**config.mk**
```make
export PLATFORM = sky130hd
export DESIGN_NAME = sram_axi_bridge
export DESIGN_NICKNAME = d
export VERILOG_FILES = /design/src/rtl/sram_axi_bridge_pkg.sv /design/src/rtl/sram_axi_bridge_arbiter.sv /design/src/rtl/sram_axi_bridge.sv
export SDC_FILE = /design/constraint.sdc
export NUM_CORES = 1
export LEC_CHECK = 0
export CAP_MARGIN = 0
export CELL_PAD_IN_SITES_DETAIL_PLACEMENT = 2
export CELL_PAD_IN_SITES_GLOBAL_PLACEMENT = 2
export CORE_MARGIN = 3
export CORE_UTILIZATION = 18
export DETAILED_ROUTE_END_ITERATION = 10
export PLACE_DENSITY = 0.86
export SLEW_MARGIN = 20
export SYNTH_ARGS = -nofsm -noshare
export SYNTH_HDL_FRONTEND = slang
export SYNTH_SLANG_ARGS = --single-unit
```
**constraint.sdc**
```tcl
create_clock -name clk -period 1.95 [get_ports clk]
set_input_delay 0.39 -clock clk [delete_from_list [all_inputs] [get_ports clk]]
set_output_delay 0.39 -clock clk [all_outputs]
set_load 0.02 [all_outputs]
```
**src/rtl/sram_axi_bridge_pkg.sv**
```systemverilog
// Shared constants for the sram-like to AXI3 bridge: tie-offs, size and response encodings.
package sram_axi_bridge_pkg;

  localparam logic [1:0] BURST_INCR   = 2'b01;
  localparam logic [3:0] LEN_SINGLE   = 4'h0;
  localparam logic [1:0] LOCK_NORMAL  = 2'b00;
  localparam logic [3:0] CACHE_NONE   = 4'h0;
  localparam logic [2:0] PROT_NONE    = 3'h0;

  typedef enum logic [1:0] {
    SZ_BYTE = 2'd0,
    SZ_HALF = 2'd1,
    SZ_WORD = 2'd2
  } sram_size_e;

  typedef enum logic [1:0] {
    RESP_OKAY   = 2'd0,
    RESP_EXOKAY = 2'd1,
    RESP_SLVERR = 2'd2,
    RESP_DECERR = 2'd3
  } axi_resp_e;

  function automatic logic [2:0] axi_size(input logic [1:0] sram_size);
    return {1'b0, sram_size};
  endfunction

endpackage

```
**src/rtl/sram_axi_bridge_arbiter.sv**
```systemverilog
// Single-grant arbiter: fixed priority (highest index wins) or round-robin from a pointer.
module bridge_arbiter #(
  parameter int NPORT  = 2,
  parameter int IDX_W  = 4,
  parameter int RR_ARB = 0
) (
  input  logic             clk,
  input  logic             resetn,
  input  logic [NPORT-1:0] eligible,
  output logic [NPORT-1:0] grant,
  output logic [IDX_W-1:0] grant_idx
);

  localparam int unsigned NP = NPORT;

  logic [IDX_W-1:0] ptr_q, ptr_d;
  logic             found;
  int unsigned      idx;

  always_comb begin
    grant     = '0;
    grant_idx = '0;
    ptr_d     = ptr_q;
    found     = 1'b0;
    idx       = 0;
    if (RR_ARB != 0) begin
      // Search upward from the pointer; the winner's successor leads next time.
      for (int unsigned k = 0; k < NP; k++) begin
        idx = (32'(ptr_q) + k) % NP;
        if (!found && eligible[idx]) begin
          found          = 1'b1;
          grant[idx]     = 1'b1;
          grant_idx      = IDX_W'(idx);
        end
      end
      if (found) begin
        ptr_d = (32'(grant_idx) + 32'd1 >= NP) ? '0 : grant_idx + IDX_W'(1);
      end
    end else begin
      for (int unsigned k = 0; k < NP; k++) begin
        if (eligible[k]) begin
          grant     = '0;
          grant[k]  = 1'b1;
          grant_idx = IDX_W'(k);
        end
      end
    end
  end

  always_ff @(posedge clk or negedge resetn) begin
    if (!resetn) ptr_q <= '0;
    else         ptr_q <= ptr_d;
  end

endmodule

```
**src/rtl/sram_axi_bridge.sv**
```systemverilog
// NPORT sram-like request ports onto one AXI3 master; one outstanding transaction per port,
// reads returned by ID, reads to an in-flight write's word held until its B response.
module sram_axi_bridge
  import sram_axi_bridge_pkg::*;
#(
  parameter int NPORT  = 2,
  parameter int ID_W   = 4,
  parameter int RR_ARB = 0
) (
  input  logic                  clk,
  input  logic                  resetn,
  input  logic [NPORT-1:0]      sram_req,
  input  logic [NPORT-1:0]      sram_wr,
  input  logic [2*NPORT-1:0]    sram_size,
  input  logic [4*NPORT-1:0]    sram_wstrb,
  input  logic [32*NPORT-1:0]   sram_addr,
  input  logic [32*NPORT-1:0]   sram_wdata,
  output logic [NPORT-1:0]      sram_addr_ok,
  output logic [NPORT-1:0]      sram_data_ok,
  output logic [32*NPORT-1:0]   sram_rdata,
  output logic [ID_W-1:0]       arid,
  output logic [31:0]           araddr,
  output logic [3:0]            arlen,
  output logic [2:0]            arsize,
  output logic [1:0]            arburst,
  output logic [1:0]            arlock,
  output logic [3:0]            arcache,
  output logic [2:0]            arprot,
  output logic                  arvalid,
  input  logic                  arready,
  input  logic [ID_W-1:0]       rid,
  input  logic [31:0]           rdata,
  input  logic [1:0]            rresp,
  input  logic                  rlast,
  input  logic                  rvalid,
  output logic                  rready,
  output logic [ID_W-1:0]       awid,
  output logic [31:0]           awaddr,
  output logic [3:0]            awlen,
  output logic [2:0]            awsize,
  output logic [1:0]            awburst,
  output logic [1:0]            awlock,
  output logic [3:0]            awcache,
  output logic [2:0]            awprot,
  output logic                  awvalid,
  input  logic                  awready,
  output logic [ID_W-1:0]       wid,
  output logic [31:0]           wdata,
  output logic [3:0]            wstrb,
  output logic                  wlast,
  output logic                  wvalid,
  input  logic                  wready,
  input  logic [ID_W-1:0]       bid,
  input  logic [1:0]            bresp,
  input  logic                  bvalid,
  output logic                  bready
);

  logic [NPORT-1:0] pend_q, pend_d;
  logic             arvalid_q, arvalid_d;
  logic [31:0]      araddr_q, araddr_d;
  logic [2:0]       arsize_q, arsize_d;
  logic [ID_W-1:0]  arid_q, arid_d;
  logic             awvalid_q, awvalid_d;
  logic             wvalid_q, wvalid_d;
  logic             wr_pend_q, wr_pend_d;
  logic [31:0]      awaddr_q, awaddr_d;
  logic [2:0]       awsize_q, awsize_d;
  logic [ID_W-1:0]  awid_q, awid_d;
  logic [31:0]      wdata_q, wdata_d;
  logic [3:0]       wstrb_q, wstrb_d;

  logic [NPORT-1:0] raw_hit, rd_elig, wr_elig, rd_gnt, wr_gnt, r_ret, b_ret;
  logic [ID_W-1:0]  rd_idx, wr_idx;
  logic [31:0]      rd_addr_sel, wr_addr_sel, wr_data_sel;
  logic [1:0]       rd_size_sel, wr_size_sel;
  logic [3:0]       wr_strb_sel;
  logic             unused_inputs;

  assign unused_inputs = ^{rresp, bresp, rlast};

  always_comb begin
    raw_hit = '0;
    rd_elig = '0;
    wr_elig = '0;
    r_ret   = '0;
    b_ret   = '0;
    for (int unsigned i = 0; i < NPORT; i++) begin
      raw_hit[i] = wr_pend_q && (sram_addr[32*i+2 +: 30] == awaddr_q[31:2]);
      rd_elig[i] = resetn && sram_req[i] && !sram_wr[i] && !pend_q[i]
                   && !arvalid_q && !raw_hit[i];
      wr_elig[i] = resetn && sram_req[i] && sram_wr[i] && !pend_q[i]
                   && !awvalid_q && !wvalid_q && !wr_pend_q;
      r_ret[i]   = rvalid && (rid == ID_W'(i)) && pend_q[i];
      b_ret[i]   = bvalid && wr_pend_q && (bid == ID_W'(i));
    end
  end

  bridge_arbiter #(.NPORT(NPORT), .IDX_W(ID_W), .RR_ARB(RR_ARB)) u_rd_arb (
    .clk       (clk),
    .resetn    (resetn),
    .eligible  (rd_elig),
    .grant     (rd_gnt),
    .grant_idx (rd_idx)
  );

  bridge_arbiter #(.NPORT(NPORT), .IDX_W(ID_W), .RR_ARB(RR_ARB)) u_wr_arb (
    .clk       (clk),
    .resetn    (resetn),
    .eligible  (wr_elig),
    .grant     (wr_gnt),
    .grant_idx (wr_idx)
  );

  always_comb begin
    rd_addr_sel = '0;
    rd_size_sel = '0;
    wr_addr_sel = '0;
    wr_size_sel = '0;
    wr_data_sel = '0;
    wr_strb_sel = '0;
    for (int unsigned i = 0; i < NPORT; i++) begin
      if (rd_gnt[i]) begin
        rd_addr_sel |= sram_addr[32*i +: 32];
        rd_size_sel |= sram_size[2*i +: 2];
      end
      if (wr_gnt[i]) begin
        wr_addr_sel |= sram_addr[32*i +: 32];
        wr_size_sel |= sram_size[2*i +: 2];
        wr_data_sel |= sram_wdata[32*i +: 32];
        wr_strb_sel |= sram_wstrb[4*i +: 4];
      end
    end
  end

  always_comb begin
    arvalid_d = arvalid_q;
    araddr_d  = araddr_q;
    arsize_d  = arsize_q;
    arid_d    = arid_q;
    awvalid_d = awvalid_q;
    wvalid_d  = wvalid_q;
    wr_pend_d = wr_pend_q;
    awaddr_d  = awaddr_q;
    awsize_d  = awsize_q;
    awid_d    = awid_q;
    wdata_d   = wdata_q;
    wstrb_d   = wstrb_q;

    if (|rd_gnt) begin
      arvalid_d = 1'b1;
      araddr_d  = rd_addr_sel;
      arsize_d  = axi_size(rd_size_sel);
      arid_d    = rd_idx;
    end else if (arready) begin
      arvalid_d = 1'b0;
    end

    // awaddr_q doubles as the hazard address until B returns.
    if (|wr_gnt) begin
      awvalid_d = 1'b1;
      wvalid_d  = 1'b1;
      wr_pend_d = 1'b1;
      awaddr_d  = wr_addr_sel;
      awsize_d  = axi_size(wr_size_sel);
      awid_d    = wr_idx;
      wdata_d   = wr_data_sel;
      wstrb_d   = wr_strb_sel;
    end else begin
      if (awready) awvalid_d = 1'b0;
      if (wready)  wvalid_d  = 1'b0;
      if (bvalid)  wr_pend_d = 1'b0;
    end

    pend_d = (pend_q | rd_gnt | wr_gnt) & ~(r_ret | b_ret);
  end

  always_ff @(posedge clk or negedge resetn) begin
    if (!resetn) begin
      pend_q    <= '0;
      arvalid_q <= 1'b0;
      araddr_q  <= '0;
      arsize_q  <= '0;
      arid_q    <= '0;
      awvalid_q <= 1'b0;
      wvalid_q  <= 1'b0;
      wr_pend_q <= 1'b0;
      awaddr_q  <= '0;
      awsize_q  <= '0;
      awid_q    <= '0;
      wdata_q   <= '0;
      wstrb_q   <= '0;
    end else begin
      pend_q    <= pend_d;
      arvalid_q <= arvalid_d;
      araddr_q  <= araddr_d;
      arsize_q  <= arsize_d;
      arid_q    <= arid_d;
      awvalid_q <= awvalid_d;
      wvalid_q  <= wvalid_d;
      wr_pend_q <= wr_pend_d;
      awaddr_q  <= awaddr_d;
      awsize_q  <= awsize_d;
      awid_q    <= awid_d;
      wdata_q   <= wdata_d;
      wstrb_q   <= wstrb_d;
    end
  end

  assign sram_addr_ok = rd_gnt | wr_gnt;
  assign sram_data_ok = r_ret | b_ret;
  assign sram_rdata   = {NPORT{rdata}};

  assign arid    = arid_q;
  assign araddr  = araddr_q;
  assign arsize  = arsize_q;
  assign arvalid = arvalid_q;
  assign arlen   = LEN_SINGLE;
  assign arburst = BURST_INCR;
  assign arlock  = LOCK_NORMAL;
  assign arcache = CACHE_NONE;
  assign arprot  = PROT_NONE;
  assign rready  = resetn;

  assign awid    = awid_q;
  assign awaddr  = awaddr_q;
  assign awsize  = awsize_q;
  assign awvalid = awvalid_q;
  assign awlen   = LEN_SINGLE;
  assign awburst = BURST_INCR;
  assign awlock  = LOCK_NORMAL;
  assign awcache = CACHE_NONE;
  assign awprot  = PROT_NONE;

  assign wid     = awid_q;
  assign wdata   = wdata_q;
  assign wstrb   = wstrb_q;
  assign wlast   = 1'b1;
  assign wvalid  = wvalid_q;
  assign bready  = resetn;

endmodule

```
* Word level (Yosys, flattened, before mapping)
Cells that the tools add are included.
Word-level totals: flip-flop bits (word level) 118, input port bits 196, output and inout bits 222, word-level logic and storage cells 102
Operators by class: eq/ne operators 4, multiplexer cells 26, bitwise logic cells 12, reductions and logical operators 47
Operator list (count):
- 32-bit 2-to-1 mux | 6
- 32-bit bitwise OR | 3
- 30-bit equality test | 2
- 1-bit logical AND | 29
- 1-bit 2-to-1 mux | 12
- 2-bit 2-to-1 mux | 6
- 2-bit bitwise OR | 6
- 1-bit logical NOT | 10
- 4-bit by 1-bit equality test with 1-bit output (second input constant) | 2
- 4-bit logical NOT | 2
- 4-bit 2-to-1 mux | 2
- 2-bit nonzero test | 4
- 4-bit bitwise OR | 1
- 2-bit OR reduction | 2
- 2-bit AND | 1
- 2-bit inverter | 1

* Logic depth before layout (Yosys ltp)
Gate-level depths: netlist of the first run.
depth after elaboration 11, depth in mapped cells 8, mapped depth without buffers 6

* Hierarchy
From an unflattened synthesis of the first run, not the netlist that was laid out.
Second synthesis, totals: cells, all modules 705, area total of the unflattened synthesis 6511.2 um^2
By module, submodules not included:
- sram_axi_bridge | times used 1, cells each 691, area an instance 6401.1 um^2, seq. area each 2952.8 um^2
- bridge_arbiter | times used 2, cells each 7, area an instance 55.1 um^2, seq. area each 0.0 um^2

* Worst setup path before layout of the first run
OpenSTA, ideal clock, no wires.
path kind reg2out, start register awaddr_q[27], in the netlist awaddr[27], end output sram_addr_ok[1], arrival time 1.786 ns, data required time 1.560 ns, slack -0.226 ns, cell stages (with the launch flop) 7, buffers on the path 1, path through dfrtp_1 -> xor2_1 -> nor4_1 -> nand4_1 -> o21ai_2 -> buf_2 -> nand2_1
On the way: longest elaborated chain between the ends 6
RTL lines:
- from (decl) | line sram_axi_bridge.sv:67 | logic [31:0] awaddr_q, awaddr_d;
- from (signal assigned) | line sram_axi_bridge.sv:202 | awaddr_q <= awaddr_d;
- 30-bit equality test | line sram_axi_bridge.sv:89 | raw_hit[i] = wr_pend_q && (sram_addr[32*i+2 +: 30] == awaddr_q[31:2]);
- 1-bit logical AND | line sram_axi_bridge.sv:89
- 1-bit logical NOT | line sram_axi_bridge.sv:91 | && !arvalid_q && !raw_hit[i];
- 1-bit logical AND | line sram_axi_bridge.sv:91
- 2-bit 2-to-1 mux | line sram_axi_bridge_arbiter.sv:41 | if (eligible[k]) begin
- 2-bit bitwise OR | line sram_axi_bridge.sv:210 | assign sram_addr_ok = rd_gnt | wr_gnt;
- to (decl) | line sram_axi_bridge.sv:18 | output logic [NPORT-1:0] sram_addr_ok,
No other way between the ends.

* Worst setup path in the final report of the first run
start register awaddr_q[10], in the netlist awaddr[10], end output sram_addr_ok[0]
On the way: longest elaborated chain between the ends 7, elaborated cells on any way between the ends 11, classes of those cells eq/ne (2); mux (2); bitwise (1); reduce/logical (6)
RTL lines (line):
- 30-bit equality test | sram_axi_bridge.sv:89
- 1-bit logical AND | sram_axi_bridge.sv:89
- 1-bit logical NOT | sram_axi_bridge.sv:91
- 1-bit logical AND | sram_axi_bridge.sv:91
- 1-bit 2-to-1 mux | sram_axi_bridge_arbiter.sv:41
- 2-bit 2-to-1 mux * | sram_axi_bridge_arbiter.sv:41
- 2-bit bitwise OR * | sram_axi_bridge.sv:210
Mark *: on every way between the ends. The rest lies on a longest branch, timed or not.

==> results of run 1 <==
==> how the worst max path moves through the flow <==
stage | startpoint | end | slack (ns) | cells after the start
2_1_floorplan | awaddr[14] | sram_addr_ok[1] | -0.05 | 6
3_3_place_gp | sram_addr[57] | sram_addr_ok[0] | -1.24 | 8
3_5_place_dp | sram_addr[57] | araddr[31] | -1.41 | 10
4_1_cts | awaddr[20] | sram_addr_ok[0] | -0.72 | 7
5_1_grt | awaddr[10] | sram_addr_ok[0] | -0.84 | 7
6_report | awaddr[10] | sram_addr_ok[0] | -0.77 | 7
==> where the power goes <==
group	switching (W)	leakage, nW	internal, W
Combinational	0.00458	3.66	0.00443
Sequential	0.000948	1.31	0.00353
Clock	0.00102	0.150	0.00114
==> cell families after synthesis <==
| logic type | count (synthesis) |
|---|---|
| xor gates and xnor gates | 60 |
| and+or+nand+nor | 285 |
| muxes | 34 |
| AOI/OAI and AO/OA | 114 |
| other | 2 |
| DFF | 112 |
| buffers and inverters | 156 |
==> worst max-delay path, cell delays in order, from the launching register on <==
cell	delay [ns]
dfrtp_2	0.46
xor2_4	0.19
nor4_4	0.33
buf_4	0.16
nand4_1	0.17
o21ai_4	0.21
a32o_2	0.28
buf_6	0.14
==> layer usage <==
metal  vias to the layer above  routed length [microns]  global-route usage, %
met2                       276                    17600                   29.4
li1                       3024                        -                      -
met1                      3352                    12900                   17.8
met4                         4                     1040                   5.83
met5                         -                       23                      0
met3                        60                     2350                   4.60
==> sequential cells by signal, indices dropped and copies added (netlist names) <==
name,count
wr_pend_q,1
wvalid,1
awsize,2
awaddr,32
wstrb,4
arsize,2
awvalid,1
awid,1
araddr,32
arid,1
pend_q,2
arvalid,1
wdata,32
==> stage by stage <==
stage	cells	utilization [%]	area, sq um	setup TNS (ns)
finish	1552	30.7	11300	-19.15
global route	1552	30.7	11300	-24.12
CTS	1541	29.8	10900	-16.11
detailed placement	1511	27.6	10100	-82.13
global placement	1511	27.6	10100	-74.01
floorplan	803	-	6920	-0.0705
==> cell usage in the layout, fill, tap and decap left out, types with 22 or more instances in the layout <==
cell type / instances
xnor2_1: 22
clkdlybuf4s50_1: 229
nor2_1: 104
conb_1: 42
nand2_1: 142
dfrtp_1: 92
buf_4: 105
a31oi_1: 68
mux2i_1: 30
a21oi_2: 29
dlygate4sd2_1: 32
xor2_1: 28
==> area by class of cell <==
cell class                      instances  area, sq um  share of cell area [%]
Antenna cell                            1         2.50                  0.0222
Timing Repair Buffer                  414         4230                    37.5
Inverter                                6         22.5                   0.200
Tap cell                              468          586                    5.19
Clock inverter                          5         81.3                   0.721
Sequential cell                       112         2830                    25.1
Clock buffer                           11          233                    2.06
Multi-Input combinational cell        535         3290                    29.2
==> what timing repair did <==
| action | 4_1_cts | 5_1_grt |
|---|---|---|
| resized for setup | 106 | 34 |
| buffers inserted | 11 | 3 |
| cloned | 5 | 7 |
| setup endpoints to repair | 131 | 83 |
| pin swaps | 14 | 21 |
==> reports/qor.yml, run 1 <==
placed_design:
  pre_cts_ws_ns: -1.41
  hpwlAfterDp_microns: 23800
  io_buffers: 274
  gp_congestion: 0.724
setup_path:
  cp.required_ns: 1.56
  endpoint_kind: "output pin"
  r2r_cells: 10
  r2r_setup_slack_ns: -0.51
  cp-start-kind: "register"
  critical_path_class: "register to output pin"
  regToRegStartpoint: "awaddr[10]"
  reg2reg_to: "araddr[14]"
  worstPathArrival_ns: 2.33
  worstPathMaxFanout: 3
power_and_ir_drop:
  p_leak_nw: 5.12
  vdd_drop_max_mv: 0.504
  fin_total_pwr_w: 0.0156
  power_density_nw_per_um2: 1390
routing:
  ant_nets: 0
  totalWireLength_microns: 34000
  drt-initial-drc-count: 136
  dr.pass1.iters: 4
  via_per_inst: 4.33
  drc_errors: 0
  vias: 6716
  routedWlPerCell_microns: 21.9
timing:
  setup_viol: 42
  skew_ns: 0.0141
  fin_crit_sh_pct: 140
  max_slew_margin_pct: 43.5
  whs_ns: 0.00858
  hold_viol: 0
  tightest_slew_ns: 0.848
  fin_ws_ns: -0.773
  clock.fmax_mhz: 367
  rsz0062_at_grt: "yes"
  finalCriticalPeriod_ns: 2.72
  drv_slew: 0
die:
  die_h_microns: 199
  core_sq_um: 36700
  die_area_sq_um: 39600
  die_w_microns: 199
  ios: 418
  rows: 70
  initial_core_util_pct: 18.3
finish:
  drive_above_1_share_pct: 23.1
  fillers: 4061
  nets: 1274
  area_growth_syn_to_layout_pct: 68.0
grt:
  grt_pass1_wl_microns: 47700
  grt_start_max_net_pins: 66
  antenna_found_initial: 3
  grt_pass1_vias: 7670
  grt_overflow_total: 0
  grtUsageTotal_pct: 16.1
outcome:
  status: "finished with violations"
  violations: "negative setup slack"
yosys:
  syn_area_per_cell_sq_um: 8.80
  yosysTopAreaCell: "dfrtp_1"
  ys_top_cells_by_count: "148 x nand2_1, 112 x dfrtp_1, 109 x buf_4"
  async_flop_share_pct: 100
  ys_ff_latch: 112
  yosys.area_share.simple_pct: 17.5
  synth_top_area_share_pct: 41.8
  muxShareOfSynthArea_pct: 5.07
  mappedNetlistArea_sq_um: 6710
  ys_warn_count: 0
  synthCells: 763
  ys_types: 38
  synth_fa_ha_area_share_pct: 0
  synth_xor_area_share_pct: 7.83
  synth_edf_count: 0
  synth_ff_type: "dfrtp_1"
  synth_top_family_by_area: "simple AND/OR/NAND/NOR gates"
  synth_compound_area_share_pct: 11.7
  synth.yosys.seq_area_share_pct: 41.8
  yosys-top-cells-area: "dfrtp_1 42%, buf_4 12%, nand2_1 8.3%, a31oi_1 6.6%, nor2_1 5.8%"
  post-synth-top-count-cell: "nand2_1"
flow_run:
  cap_violations: 0
clocking:
  clk_path_buf_depth: 2
  worstSkewPairLatency_ns: 0.38
  cts-root-buf: "clkbuf_16"
  htreeDepth: 3
  clkTransAtPathRegs_ns: 0.08
  cts_buffers: 9
  cts_hold_buffers: 0
  tritoncts: "yes"
  clkSinkCount: 112
min_path:
  holdCritPathClass: "input port to async pin"
Note: power is estimated with default switching activity, not from simulation.
==> run 2, diff against run 1 <==
--- a/config.mk
+++ b/config.mk
@@ -10,6 +10,7 @@
 export CELL_PAD_IN_SITES_GLOBAL_PLACEMENT = 2
 export CORE_MARGIN = 3
 export CORE_UTILIZATION = 18
+export CTS_CLUSTER_DIAMETER = 80
 export DETAILED_ROUTE_END_ITERATION = 10
 export PLACE_DENSITY = 0.86
 export SLEW_MARGIN = 20
==> results of run 2 <==
No change in the layout: final DEF, timing and power equal those of run 1.
==> run 3, diff against run 2 <==
--- a/config.mk
+++ b/config.mk
@@ -17,3 +17,4 @@
 export SYNTH_ARGS = -nofsm -noshare
 export SYNTH_HDL_FRONTEND = slang
 export SYNTH_SLANG_ARGS = --single-unit
+export TNS_END_PERCENT = 5
==> reports/qor.yml, run 3 (synthesized netlist as in run 1, its figures left out) <==
timing:
  hold_viol: 0  # unchanged
  clock.fmax_mhz: 362  # was 367 MHz
  fin_ws_ns: -0.810  # was -0.773 ns
  setup_viol: 42  # unchanged
  drv_slew: 0  # unchanged
  fin_crit_sh_pct: 142  # was 140%
  fin_tns_setup_ns: -21.36  # was -19.15 ns
  max_slew_margin_pct: 50.3  # was 43.5%
  finalCriticalPeriod_ns: 2.76  # was 2.72 ns
  rsz0062_at_grt: "yes"  # unchanged
  skew_ns: 0.0124  # was 0.0141 ns
  tightest_slew_ns: 0.745  # was 0.848 ns
grt:
  grt_use_met2_pct: 29.2  # was 29.4%
  grt_start_max_net_pins: 64  # was 66
  antenna_found_initial: 2  # was 3
  use_met3_pct: 4.37  # was 4.60%
  grt_overflow_total: 0  # unchanged
  met1_usage_pct: 17.3  # was 17.8%
  busiest_layer: "met2"  # unchanged
  grt_pass1_vias: 7672  # was 7670
  grtUsageTotal_pct: 15.9  # was 16.1%
  grt_pass1_wl_microns: 46900  # was 47700 microns
clocking:
  clkTransAtPathRegs_ns: 0.07  # was 0.08 ns
  clk_path_buf_depth: 2  # unchanged
  cts_hold_buffers: 0  # unchanged
  worstSkewPairLatency_ns: 0.38  # about the same
  cts-root-buf: "clkbuf_16"  # unchanged
  tritoncts: "yes"  # unchanged
  htreeDepth: 3  # unchanged
  clkSinkCount: 112  # unchanged
  cts_buffers: 9  # unchanged
routing:
  via_per_inst: 4.31  # was 4.33
  routedWlPerCell_microns: 20.8  # was 21.9 microns
  ant_nets: 0  # unchanged
  vias: 6658  # was 6716
  drc_errors: 0  # unchanged
  drt-initial-drc-count: 174  # was 136
  dr.pass1.iters: 4  # unchanged
  totalWireLength_microns: 32200  # was 34000 microns
finish:
  finalNonFillerCells: 1546  # was 1552
  layout_commonest_cell: "clkdlybuf4s50_1"  # unchanged
  area_growth_syn_to_layout_pct: 64.5  # was 68.0%
  layout_common_cells: "226 x clkdlybuf4s50_1, 145 x nand2_1, 115 x buf_4, 111 x dfrtp_1, 104 x nor2_1"  # was 229 x clkdlybuf4s50_1, 142 x nand2_1, 105 x buf_4, 104 x nor2_1, 92 x dfrtp_1
  drive_above_1_share_pct: 20.7  # was 23.1%
  fillers: 4047  # was 4061
  nets: 1268  # was 1274
placed_design:
  hpwlAfterDp_microns: 24300  # was 23800 microns
  io_buffers: 274  # unchanged
  place_inst: 1516  # was 1511
  gp_congestion: 0.754  # was 0.724
  pre_cts_ws_ns: -1.32  # was -1.41 ns
outcome:
  status: "finished with violations"  # unchanged
  violations: "negative setup slack"  # unchanged
power_and_ir_drop:
  fin_total_pwr_w: 0.0157  # was 0.0156 W
  p_clk_share_pct: 14.1  # was 13.8%
  p_switching_w: 0.00648  # was 0.00655 W
  swShare_pct: 41.4  # was 41.8%
  p_int_w: 0.00918  # was 0.00910 W
  p_leak_nw: 5.14  # was 5.12 nW
  p_comb_share_pct: 58.1  # was 57.6%
  vdd_drop_max_mv: 0.457  # was 0.504 mV
  seq_power_share_pct: 27.7  # was 28.6%
  power_density_nw_per_um2: 1420  # was 1390 nW/um^2
setup_path:
  regToRegStartpoint: "awaddr[28]"  # was awaddr[10]
  cpMaxStageDelayCell: "clkdlybuf4s50_1"  # was dfrtp_2
  cp-start-kind: "input port"  # was register
  timing.critical_path.buf_inv: 3  # was 2
  endpoint_kind: "output pin"  # unchanged
  critical_path_class: "input port to output pin"  # was register to output pin
  cp-endpoint: "sram_addr_ok[0]"  # unchanged
  cp-startpoint: "sram_addr[28]"  # was awaddr[10]
  worstPathMaxFanout: 3  # unchanged
  cp_cell_sequence: "clkdlybuf4s50_1 > xnor2_2 > buf_4 > nand4_1 > nor4_4 > nand2_1 > a32o_2 > buf_6"  # was xor2_4 > nor4_4 > buf_4 > nand4_1 > o21ai_4 > a32o_2 > buf_6
  crit_cells: 8  # was 7
  cpPeakStageDelay_ns: 0.58  # was 0.46 ns
  cp.required_ns: 1.56  # about the same
  r2r_cells: 11  # was 10
  r2r_setup_slack_ns: -0.56  # was -0.51 ns
  cp_top_family: "buffers and inverters"  # was simple AND/OR/NAND/NOR gates
  reg2reg_to: "araddr[12]"  # was araddr[14]
  worstPathArrival_ns: 2.37  # was 2.33 ns
flow_run:
  cap_violations: 0  # unchanged
die:
  core_sq_um: 36700  # unchanged
  die_w_microns: 199  # unchanged
  rows: 70  # unchanged
  initial_core_util_pct: 18.3  # unchanged
  die_h_microns: 199  # unchanged
  ios: 418  # unchanged
  die_area_sq_um: 39600  # unchanged
min_path:
  holdCritPathClass: "input port to async pin"  # unchanged
==> run 3: metrics by stage <==
| stage | instance area, sq um | hold slack, ns | util, % |
|---|---|---|---|
| after floorplan | 6880 | 0.0944 | - |
| after global placement | 10100 | 0.464 | 27.6 |
| after detailed placement | 10100 | 0.464 | 27.6 |
| after CTS | 10800 | 0.0271 | 29.5 |
| after global routing | 11000 | 0.0337 | 30.1 |
| final | 11000 | 0.0308 | 30.1 |
==> run 3: how the worst min path moves through the flow <==
stage                start  cells after the start  slack [ns]    endpoint
finish              resetn                      2        0.03   wdata[12]
global route        resetn                      2        0.03   wdata[12]
CTS                 resetn                      2        0.03  awaddr[24]
detailed placement  resetn                      2        0.46   pend_q[1]
global placement    resetn                      2        0.46   pend_q[1]
floorplan           resetn                      0        0.09   araddr[0]
==> run 3: layer usage <==
metal / routed length [microns] / share of wire, %
met3: 2170 / 6.7
met2: 16600 / 52
met5: 13 / 0.040
met4: 1060 / 3.3
met1: 12300 / 38
==> run 3: final cells by class <==
| type | instances | area (sq um) | area share (%) |
|---|---|---|---|
| inverters | 6 | 22.5 | 0.204 |
| clock buffers | 12 | 256 | 2.32 |
| well taps | 468 | 586 | 5.30 |
| repair buffers | 408 | 3990 | 36.1 |
| clock inverters | 4 | 76.3 | 0.691 |
| multi-input cells | 535 | 3310 | 30.0 |
| diodes | 1 | 2.50 | 0.0227 |
| flip-flops and latches | 112 | 2800 | 25.4 |
==> run 3: power by group through the flow <==
stage	clock [W]	sequential [W]	combinational [W]
after global placement	0	0.00428	0.00859
final	0.00221	0.00434	0.00910
after CTS	0.00232	0.00437	0.00902
after detailed placement	0	0.00439	0.00884
after floorplan	0	0.00575	0.00256
after global routing	0.00239	0.00451	0.00978
==> run 3: repair_timing <==
item	CTS	global route
pin swaps	9	34
cloned	2	0
setup endpoints to repair	135	94
resized for setup	94	36
setup buffers	6	7
